$ cat config.mk
export PLATFORM = sky130hd
export DESIGN_NAME = forward_ctrl
export DESIGN_NICKNAME = d
export VERILOG_FILES = /design/src/rtl/forward_ctrl.sv
export SDC_FILE = /design/constraint.sdc
export NUM_CORES = 1
export LEC_CHECK = 0
export BUFFER_PORTS_ARGS = -buffer_cell sky130_fd_sc_hd__buf_4
export CAP_MARGIN = 20
export CORE_AREA = 2 2 59 61
export DETAILED_ROUTE_END_ITERATION = 10
export DIE_AREA = 0 0 61 63
export PLACE_DENSITY = 0.86
export SLEW_MARGIN = 10
export SYNTH_ARGS = -nofsm -noshare
export SYNTH_HDL_FRONTEND = slang
export SYNTH_SLANG_ARGS = --single-unit
$ cat constraint.sdc
create_clock -name clk -period 4.31 [get_ports clk]
set_input_delay 0 -clock clk [delete_from_list [all_inputs] [get_ports clk]]
set_output_delay 0 -clock clk [all_outputs]
set_load 0.1 [all_outputs]
$ cat src/rtl/forward_ctrl.sv
// Forwarding and load-use hazard controller for the 5-stage pipeline.
// Shadows in-flight destination registers and registers the EX operand-mux selects.
module forward_ctrl #(
  parameter int unsigned CNT_W = 16
) (
  input  logic             clk,
  input  logic             rst,
  input  logic             id_valid,
  input  logic [4:0]       id_rs1,
  input  logic [4:0]       id_rs2,
  input  logic [4:0]       id_rd,
  input  logic             id_reg_write,
  input  logic             id_mem_read,
  input  logic             flush,
  output logic             stall,
  output logic [1:0]       fwd_a_sel,
  output logic [1:0]       fwd_b_sel,
  output logic             ex_valid,
  output logic [CNT_W-1:0] stall_cnt
);

  localparam int unsigned REG_W = 5;

  localparam logic [1:0] SEL_RF  = 2'b00;
  localparam logic [1:0] SEL_MEM = 2'b01;
  localparam logic [1:0] SEL_WB  = 2'b10;

  typedef struct packed {
    logic             valid;
    logic [REG_W-1:0] rd;
    logic             reg_write;
    logic             mem_read;
  } stage_t;

  localparam stage_t BUBBLE = '{valid: 1'b0, rd: '0, reg_write: 1'b0, mem_read: 1'b0};

  // The MEM/WB occupant needs no tracking: its value reaches ID through the
  // register file's write-before-read, so only ID/EX and EX/MEM are shadowed.
  stage_t s_ex;
  stage_t s_mem;

  logic hazard;

  function automatic logic produces(input stage_t s, input logic [REG_W-1:0] r);
    return s.valid & s.reg_write & (s.rd == r) & (r != REG_W'(0));
  endfunction

  // Nearer stage wins: what is in ID/EX now sits in EX/MEM during the consumer's EX.
  function automatic logic [1:0] sel_for(input stage_t ex, input stage_t mem,
                                          input logic [REG_W-1:0] r);
    if (produces(ex, r))       return SEL_MEM;
    else if (produces(mem, r)) return SEL_WB;
    else                       return SEL_RF;
  endfunction

  always_comb begin
    hazard = id_valid & s_ex.valid & s_ex.mem_read & s_ex.reg_write &
             (s_ex.rd != REG_W'(0)) & ((s_ex.rd == id_rs1) | (s_ex.rd == id_rs2));
    stall  = hazard & ~flush;
  end

  always_ff @(posedge clk or posedge rst) begin
    if (rst) begin
      s_ex      <= BUBBLE;
      s_mem     <= BUBBLE;
      fwd_a_sel <= SEL_RF;
      fwd_b_sel <= SEL_RF;
      stall_cnt <= '0;
    end else begin
      s_mem <= s_ex;
      if (flush || stall) begin
        s_ex      <= BUBBLE;
        fwd_a_sel <= SEL_RF;
        fwd_b_sel <= SEL_RF;
      end else begin
        s_ex <= '{valid: id_valid, rd: id_rd, reg_write: id_reg_write, mem_read: id_mem_read};
        if (id_valid) begin
          fwd_a_sel <= sel_for(s_ex, s_mem, id_rs1);
          fwd_b_sel <= sel_for(s_ex, s_mem, id_rs2);
        end else begin
          fwd_a_sel <= SEL_RF;
          fwd_b_sel <= SEL_RF;
        end
      end
      if (stall && (stall_cnt != {CNT_W{1'b1}}))
        stall_cnt <= stall_cnt + CNT_W'(1);
    end
  end

  assign ex_valid = s_ex.valid;

endmodule

Word-level counts from Yosys, hierarchy flattened
Cells that the tools add are included.
- register bits: 35
- output and inout port bits: 22
- mux-type cells: 9
- bitwise operators: 18
- eq/ne operators: 5
- $add $sub $neg: 1
- reductions and logical operators: 5
- operators by type and width (cell ; count):
    5-bit equality test ; 4
    16-bit by 1-bit adder with 16-bit output (second input constant) ; 1
    1-bit AND ; 16
    2-bit 2-to-1 mux ; 8
    16-bit inequality test (second input constant) ; 1
    5-bit nonzero test ; 3
    8-bit 2-to-1 mux ; 1
    1-bit logical AND ; 1
    1-bit logical OR ; 1
    1-bit inverter ; 1
    1-bit OR ; 1

Logic depth before layout (Yosys ltp)
- depth after elaboration: 8
- gate-level depth with buffers: 7

Worst setup path after synthesis
OpenSTA, ideal clock, no wires.
- path kind: reg2out
- start point: reg s_ex (netlist bit ex_valid)
- end point: out stall
- arrival time: 2.888 ns
- path slack: 1.422 ns
- stages on the path, launching flop included: 5
- cell sequence: dfrtp_1 -> nand4_1 -> a21oi_4 -> o21ai_0 -> nor2_1
- cells in the longest elaborated chain, start to end: 6
- ends and longest elaborated chain (element ; line ; source):
    start: declaration ; 39 ; stage_t s_ex;
    start signal: assignment ; 76 ; s_ex <= '{valid: id_valid, rd: id_rd, reg_write: id_reg_write, mem_read: id_mem_read};
    1-bit AND (4 in a row) ; 57 ; hazard = id_valid & s_ex.valid & s_ex.mem_read & s_ex.reg_write &
    1-bit AND ; 58 ; (s_ex.rd != REG_W'(0)) & ((s_ex.rd == id_rs1) | (s_ex.rd == id_rs2));
    1-bit AND ; 59 ; stall = hazard & ~flush;
    end: declaration ; 15 ; output logic stall,
No other way between the ends.

Worst setup path in the final report
- start point: reg s_ex[6] in the netlist's numbering
- end point: out stall
- cells in the longest elaborated chain, start to end: 4
- ends and longest elaborated chain (element ; line):
    5-bit equality test or 5-bit nonzero test (tied branches) ; 58
    1-bit OR or 1-bit AND (tied branches) ; 58, 57
    1-bit AND * ; 58
    1-bit AND * ; 59
Every way passes the cells marked *; elsewhere a longest branch is shown, timed or not.

==> results.tsv <==
metric	value	unit
status	finished, final reports clean	
crit_fanout	4	
layout-drive-gt1-share	28.5	%
max_freq	444	MHz
ys_seq_elements	35	
initial_core_util	51.8	%
final_nets	229	
die_h	63	um
synth-edff-count	0	
finalHoldViolations	0	
area_growth	30.6	%
hold_slack	0.0455	ns
critPathKind	register to output port	
route.met2.wl	1.91	mm
antenna_found_initial	0	
ff2ff_setup_slack	2.32	ns
rsz0062_at_grt	false	
synth_top_area_share	52.3	%
highest_layer	met4	
crit_path_end_kind	output port	
synth_top_cell_by_area	dfrtp_1	
cts_tree	built	
vias_per_cell	5.15	
io_buffer_count	42	
fin_crit_sh	52.2	%
arrival	2.25	ns
required	4.31	ns
yosysMostFrequentCell	dfrtp_1	
synthMuxAreaShare	0.673	%
clkTransAtPathRegs	0.10	ns
final_core_util	67.6	%
post_synth_instance_area	1670	sq um
place_congestion	0.909	
yosys.area_share.simple	24.3	%
setup_viol	0	
cts_setup_buffers	0	
p_leak	0.00104	uW
max-cap-violations	0	
dp_hpwl	2.74	mm
timing.max_slew.rel_slack	70.7	%
synthDistinctLibCells	26	
grt_pass1_wl	6.32	mm
drc	0	
power	589	uW
hp-start	flush	
r2r-start	s_ex[6]$_DFF_PP0_	
synth_cells	150	
totalWireLength	3.69	mm
synth_compound_area_share	3.14	%
wl_met1	1.50	mm
critPathLaunch	s_ex[6]$_DFF_PP0_	
tightest_slew	0.438	ns
dieArea	3840	sq um
synth_commonest_cells	dfrtp_1 (35), xnor2_1 (18), xor2_1 (17), nand3_1 (10), nand4_1 (10)	
antenna_cells	0	
cts_buffers	5	
clock_latency	0.34	ns
gr-usage-all-layers	23.0	%
grt.overflow.total	0	
grt_max_degree	36	
tns	0	ns
postSynthAreaPerCell	11.2	sq um
grt_pass1_vias	1352	
synthAdderAreaFrac	0.747	%
vdd_drop_max	0.190	mV
ys_warn_count	0	
clock_sinks	35	
die_w	61	um
synth.area.top_cells	dfrtp_1 (52%), xnor2_1 (9.4%), xor2_1 (8.9%), nand4_1 (3.7%), and2_1 (3.4%)	
syn_nets	172	
async_flop_share	100	%
cts-htree-levels	2	
synthXorXnorAreaFrac	18.3	%
synth_top_family_by_area	simple AND/OR/NAND/NOR gates	
post_drt_wl_per_cell	14.6	um
hold_class	input port to register	
cp-start-kind	register	
skew	0.00258	ns
min_period	2.25	ns
core	3230	sq um
row_count	21	
vias	1303	
drtIter0Drc	48	
clockBufferDepth	2	
yosys_most_used_dff	dfrtp_1	
firstDrtPassIters	4	
powerDensity	270	nW/um^2
cts_root_buf	clkbuf_4	
wl_met3	183	um
ant_nets	0	
synth-seq-area-share	52.3	%
ios	43	
finalMaxSlewViolations	0	
[sequential cells by signal, indices dropped and copies added (netlist names)]
register	cells
stall_cnt	16
ex_valid	1
fwd_b_sel	2
s_ex	7
fwd_a_sel	2
s_mem	7
[layout by cell type (no fill, tap or decap), types with 5 or more instances in the layout]
cell type,n
nand4_1,10
buf_4,43
and3_1,5
and2_1,9
nand2_1,7
xor2_1,17
nor3_1,8
dlygate4sd3_1,8
nand3_1,10
dfrtp_1,35
nor2_1,8
clkbuf_4,5
xnor2_1,18
[kinds of logic after synthesis]
logic type | Yosys count
AO/OA/AOI/OAI | 6
multiplexers | 1
buffers and inverters | 2
adder cells (fa/ha/maj) | 1
XOR/XNOR | 35
flip-flops | 35
AND/OR/NAND/NOR | 70
[per-stage QoR]
stage	instance area, sq um	worst slack (ns)	instances
6_report	2190	2.06	253
5_1_grt	2190	1.86	253
4_1_cts	2190	2.08	253
3_5_place_dp	2050	2.36	238
3_3_place_gp	2050	2.51	238
2_1_floorplan	1670	1.42	150
[where the power goes]
part / internal (uW) / leakage, uW / total, uW / switching [uW]
clock network: 75.4 / 0.0000341 / 177 / 102
registers: 335 / 0.000473 / 343 / 7.79
logic: 33.5 / 0.000534 / 68.6 / 35.2
total: 444 / 0.00104 / 589 / 145
[worst max-delay path, cell delays in order (launching register included)]
cell and delay (ns):
dfrtp_1 0.44, xnor2_1 0.21, nand3_1 0.11, nor3_2 0.42, o21ai_0 0.24, nor2_1 0.17
buf_4 0.31
[final timing paths]
kind,endpoint,cells past startpoint
setup / recovery,stall,6
hold / removal,stall_cnt[12]$_DFFE_PP0P_,4
setup reg to reg,s_ex[3]$_DFF_PP0_,6
hold reg to reg,s_mem[5]$_DFF_PP0_,0
max in group asynchronous,stall_cnt[3]$_DFFE_PP0P_,4
min in group asynchronous,s_ex[1]$_DFF_PP0_,4
[per-layer routing]
layer,track usage (%),vias to the layer above
met3,6.42,7
met4,10.3,0
li1,-,636
met1,28.4,611
met2,36.7,49
met5,0,-
[repair_timing]
action	in CTS	in global routing
endpoints found under the hold margin	42	0
endpoints found under the setup margin	0	0
resized for setup	0	0
hold buffers	8	0
[layout make-up]
cell class              instances  area [sq um]
flip-flops and latches         35           876
inverters                       1          3.75
multi-input cells             113           790
fillers                       245          1050
repair buffers                 51           403
well taps                      46          57.6
clock inverters                 1          5.00
clock buffers                   6          51.3
(Power assumes the default switching activity.)
